==> src/rtl/sprite_attr_table.sv <==
// sprite_attr_table: double-buffered sprite attribute file, CPU writes shadow, frame-boundary commit to active bank.
module sprite_attr_table #(
  parameter int NUM_SPRITES = 20,
  parameter int DATA_W = 32,
  parameter int ADDR_W = 6,
  parameter int CLEAR_ADDR = 60,
  parameter int COMMIT_ADDR = 61,
  parameter int STATUS_ADDR = 62,
  localparam int SEL_W = (NUM_SPRITES > 1) ? $clog2(NUM_SPRITES) : 1
) (
  input  logic              clk,
  input  logic              reset,
  input  logic              chipselect,
  input  logic              write,
  input  logic              read,
  input  logic [ADDR_W-1:0] address,
  input  logic [DATA_W-1:0] writedata,
  output logic [DATA_W-1:0] readdata,
  input  logic              frame_start,
  input  logic [SEL_W-1:0]  sprite_sel,
  output logic [DATA_W-1:0] sprite_attr,
  output logic              commit_pending,
  output logic [15:0]       frame_count
);
  if (CLEAR_ADDR < NUM_SPRITES || COMMIT_ADDR < NUM_SPRITES || STATUS_ADDR < NUM_SPRITES ||
      CLEAR_ADDR == COMMIT_ADDR || CLEAR_ADDR == STATUS_ADDR || COMMIT_ADDR == STATUS_ADDR) begin : g_bad_map
    $error("sprite_attr_table: control addresses overlap slots or each other");
  end
  localparam logic [ADDR_W-1:0] NS_A = ADDR_W'(NUM_SPRITES);
  localparam logic [ADDR_W-1:0] CLR_A = ADDR_W'(CLEAR_ADDR);
  localparam logic [ADDR_W-1:0] CMT_A = ADDR_W'(COMMIT_ADDR);
  localparam logic [ADDR_W-1:0] STS_A = ADDR_W'(STATUS_ADDR);
  logic [DATA_W-1:0] shadow [NUM_SPRITES];
  logic [DATA_W-1:0] active [NUM_SPRITES];
  logic wr, rd, commit, slot_hit, sel_ok;
  logic [SEL_W-1:0] a_idx;
  logic [31:0] status;
  always_comb begin
    wr = chipselect && write;
    rd = chipselect && read;
    commit = frame_start && commit_pending;
    slot_hit = address < NS_A;
    a_idx = address[SEL_W-1:0];
    sel_ok = {1'b0, sprite_sel} < (SEL_W+1)'(NUM_SPRITES);
    status = {frame_count, 15'b0, commit_pending};
  end
  // Lookup bypasses from shadow on a commit edge so the new bank is visible right after the edge.
  always_ff @(posedge clk or posedge reset) begin
    if (reset) begin
      for (int i = 0; i < NUM_SPRITES; i++) begin
        shadow[i] <= '0;
        active[i] <= '0;
      end
      readdata <= '0;
      sprite_attr <= '0;
      commit_pending <= 1'b0;
      frame_count <= '0;
    end else begin
      if (commit)
        for (int i = 0; i < NUM_SPRITES; i++) active[i] <= shadow[i];
      if (wr && address == CLR_A)
        for (int i = 0; i < NUM_SPRITES; i++) shadow[i] <= '0;
      else if (wr && slot_hit)
        shadow[a_idx] <= writedata;
      commit_pending <= (wr && address == CMT_A) ? 1'b1 : commit ? 1'b0 : commit_pending;
      frame_count <= frame_count + 16'(frame_start);
      if (rd)
        readdata <= slot_hit ? shadow[a_idx] : (address == STS_A) ? DATA_W'(status) : '0;
      sprite_attr <= !sel_ok ? '0 : commit ? shadow[sprite_sel] : active[sprite_sel];
    end
  end
endmodule

==> config.mk <==
export PLATFORM = sky130hd
export DESIGN_NAME = sprite_attr_table
export DESIGN_NICKNAME = d
export VERILOG_FILES = /design/src/rtl/sprite_attr_table.sv
export SDC_FILE = /design/constraint.sdc
export NUM_CORES = 2
export LEC_CHECK = 0
export BUFFER_PORTS_ARGS = -buffer_cell sky130_fd_sc_hd__buf_2
export CORE_MARGIN = 2
export CORE_UTILIZATION = 57
export CTS_CLUSTER_DIAMETER = 60
export DETAILED_ROUTE_END_ITERATION = 8
export PLACE_DENSITY_LB_ADDON = 0.08
export SETUP_SLACK_MARGIN = 0.5
export SLEW_MARGIN = 5
export SYNTH_ARGS = -nofsm -noshare
export SYNTH_HDL_FRONTEND = slang
export SYNTH_SLANG_ARGS = --single-unit
==> constraint.sdc <==
create_clock -name clk -period 41.4 [get_ports clk]
set_input_delay 2.07 -clock clk [delete_from_list [all_inputs] [get_ports clk]]
set_output_delay 2.07 -clock clk [all_outputs]
set_load 0.02 [all_outputs]
==> qor.txt <==
max incr delay on CP: 0.87 ns
DRC errors left: 0
Critical Path AT: 6.90 ns
Cell variety after synth: 51
Core Area: 114000 sq um
R2R depth: 6
Post-synth EDFFs: 0
Worst Skew: 0.02370 ns
Die Wd: 342.8 microns
met3 wire length: 26450 microns
area delta synth->final: 9.862%
CP Max Fanout: 183
setup violators final: 0
starting density of the core: 0.5738
CP cell instances: buf_2 -> inv_8 -> buf_4 -> buf_4 -> buf_4 -> buf_12 -> buf_4
die height: 342.8 microns
pin count of the biggest net entering global routing: 184
# clock sinks: 1361
RSZ-0062 raised after global routing: false
maximum vdd drop: 43.31 uV
Worst R2R Start: commit_pending
First DRT Iteration DRCs: 7279
Final min period: 6.111 ns
clock buffer depth: 3
initial antenna violation count: 11
fin nets: 5892
routed len/inst: 31.18 microns
commonest non-fill, non-tap cell in the layout: nand2_1
worst rel slew slack: 0.05423
First-pass DRT Iterations: 6
Min-Delay Path Depth: 2
H-tree depth: 4
GPL Wtd Cong: 0.8617
Worst Tran Pin Value: 1.415 ns
Seq/Total Area, Yosys: 0.5205
post-route ant nets: 0
Yosys reg bits: 1361
Via density: 6.890
DR vias: 51490
worst hold start: active[34]
async set-reset flop share out of synthesis: 1.000
ys flop type: dfrtp_1
design area: 71880 sq um
Post-Syn Area per Cell: 10.95 sq um
DRT Wirelength: 233000 microns
r2r setup slk: 36.92 ns
max cap viols: 0
hold buffer count at CTS: 0
yosys warns: 0
final slew viol count: 0
clock-pin slew on the worst setup and hold paths: 0.06 ns
Gate Count Post-Synth: 5973
Hold WC Path Type: flop to flop
post-CTS setup buffer count: 0
layout cell share with drive strength beyond 1: 0.1544
FF-to-FF End: sprite_attr[18]
hold endpoint: active[34]
Hold Violations, Final: 0
Ports: 130
element type at the critical path start: input port
Lkg Pwr: 35.66 nW
vias in the first global route: 50430
gr ovfl total: 0
DP HPWL: 129300 microns
port bufs: 129
final setup TNS: 0 ns
CP required: 42.19 ns
first-pass GRT wire length: 344200 microns
Total GRT Usage: 0.3997
pwr dens: 42.64 nW/um^2
met2 wire length: 102200 microns
most frequent cells in the layout: nand2_1, dfrtp_1, a22o_1, mux2i_1, mux4_2
Die ar.: 117500 sq um
Worst-Skew Late Latency: 0.78 ns
Buf+Inv Stages, Crit Path: 7
slowest stage cell, crit path: buf_4
worst setup path class: input port to async pin
CTS resizes: 0
Period Utilization, post-route: 0.1476
clk root buf: clkbuf_16
placed cell areas: 66860 sq um
status: finished, final reports clean
highest metal used: met5
Setup crit end kind: async pin
FMAX: 163.6 MHz
# rows: 124
WL met1: 91220 microns
Post-Syn Area: 65430 sq um
delay-heaviest family, CP: buffers and inverters
CTS buffer count: 148
most used cell, CP: buf_4
CTS tree: done
syn_nets: 6024
[per-layer routing]
metal / vias up / track usage
met4: 12 / 0.1965
met5: - / 0.004407
li1: 21000 / -
met2: 3297 / 0.5771
met1: 26410 / 0.5613
met3: 771 / 0.1092
[power by group]
| group | internal [mW] | total, mW | switching (mW) |
|---|---|---|---|
| clock network | 0.805 | 1.37 | 0.564 |
| logic | 0.102 | 0.261 | 0.160 |
| registers | 1.38 | 1.44 | 0.0550 |
[registers in the layout, summed over array words and instances, names as in the netlist]
| register | flops |
|---|---|
| shadow | 640 |
| commit_pending | 1 |
| active | 640 |
| sprite_attr | 32 |
| readdata | 32 |
| frame_count | 16 |
[worst register-to-register path: cells and delay by family, from the launching register on]
family / cells / cell delay (ns)
AO/OA/AOI/OAI: 2 / 1.10
buffers and inverters: 3 / 2.17
AND/OR/NAND/NOR: 1 / 0.52
flip-flops: 1 / 0.51
[final cells by class]
type	instances	area, sq um
fillers	9115	42150
flip-flops and latches	1361	34060
multi-input cells	4062	29150
clock buffers	218	4463
well taps	1512	1892
repair buffers	263	1728
clock inverters	48	554.3
inverters	5	26.28
diodes	4	10.01
[how the worst max path moves through the flow]
stage                     startpoint           to  slack (ns)  cells past startpoint
after global placement         reset  active[530]       34.46                      7
after global routing           reset  shadow[150]       34.66                      7
after detailed placement       reset  active[530]       34.40                      7
after floorplan                reset    active[0]        0.96                      1
after CTS                      reset  active[530]       35.22                      7
final                          reset  active[626]       35.29                      7
[metrics by stage]
stage / util / power, mW / setup WS (ns) / hold WS, ns / cells
finish: 0.6304 / 3.065 / 35.29 / 0.4671 / 7473
global route: 0.6303 / 3.145 / 34.66 / 0.4797 / 7469
CTS: 0.6303 / 3.065 / 35.22 / 0.4701 / 7469
detailed placement: 0.5863 / 1.712 / 34.40 / 0.4565 / 7203
global placement: 0.5863 / 1.707 / 34.46 / 0.4521 / 7203
floorplan: - / 1.623 / 0.9586 / 0.4380 / 5973
[logic make-up after synthesis]
family                   after synthesis  share of synthesized area
adder cells (fa/ha/maj)                2                  0.0003824
AND/OR/NAND/NOR                     2195                     0.1314
multiplexers                         681                     0.1611
flip-flops                          1361                     0.5205
XOR/XNOR                              14                   0.001874
AO/OA/AOI/OAI                       1170                     0.1437
buffers and inverters                550                    0.04108
[cells in the mapped netlist (all sizes together), types with 2 or more instances]
library cell / instances / area share
o21ai: 70 / 0.0054
or3: 2 / 0.00019
and3: 10 / 0.00096
a31oi: 6 / 0.00057
o22ai: 33 / 0.0032
mux4: 294 / 0.10
o311a: 3 / 0.00046
a22o: 691 / 0.092
nor2: 69 / 0.0043
clkbuf: 276 / 0.016
a21o: 8 / 0.00092
inv: 5 / 0.00029
nand3: 39 / 0.0030
nand2: 1975 / 0.11
a211oi: 73 / 0.0091
a22oi: 87 / 0.010
xnor2: 12 / 0.0016
a2111oi: 63 / 0.010
o221ai: 8 / 0.0011
or2: 4 / 0.00038
nand2b: 6 / 0.00057
a221oi: 5 / 0.00067
and2: 39 / 0.0037
a21oi: 117 / 0.0091
nor3: 3 / 0.00031
mux2: 36 / 0.0062
nand4: 5 / 0.00048
nor2b: 42 / 0.0040
a32oi: 3 / 0.00040
xor2: 2 / 0.00027
buf: 269 / 0.025
ha: 2 / 0.00038
dfrtp: 1361 / 0.52
mux2i: 351 / 0.054
No activity file was read; power rests on OpenSTA's default activity.
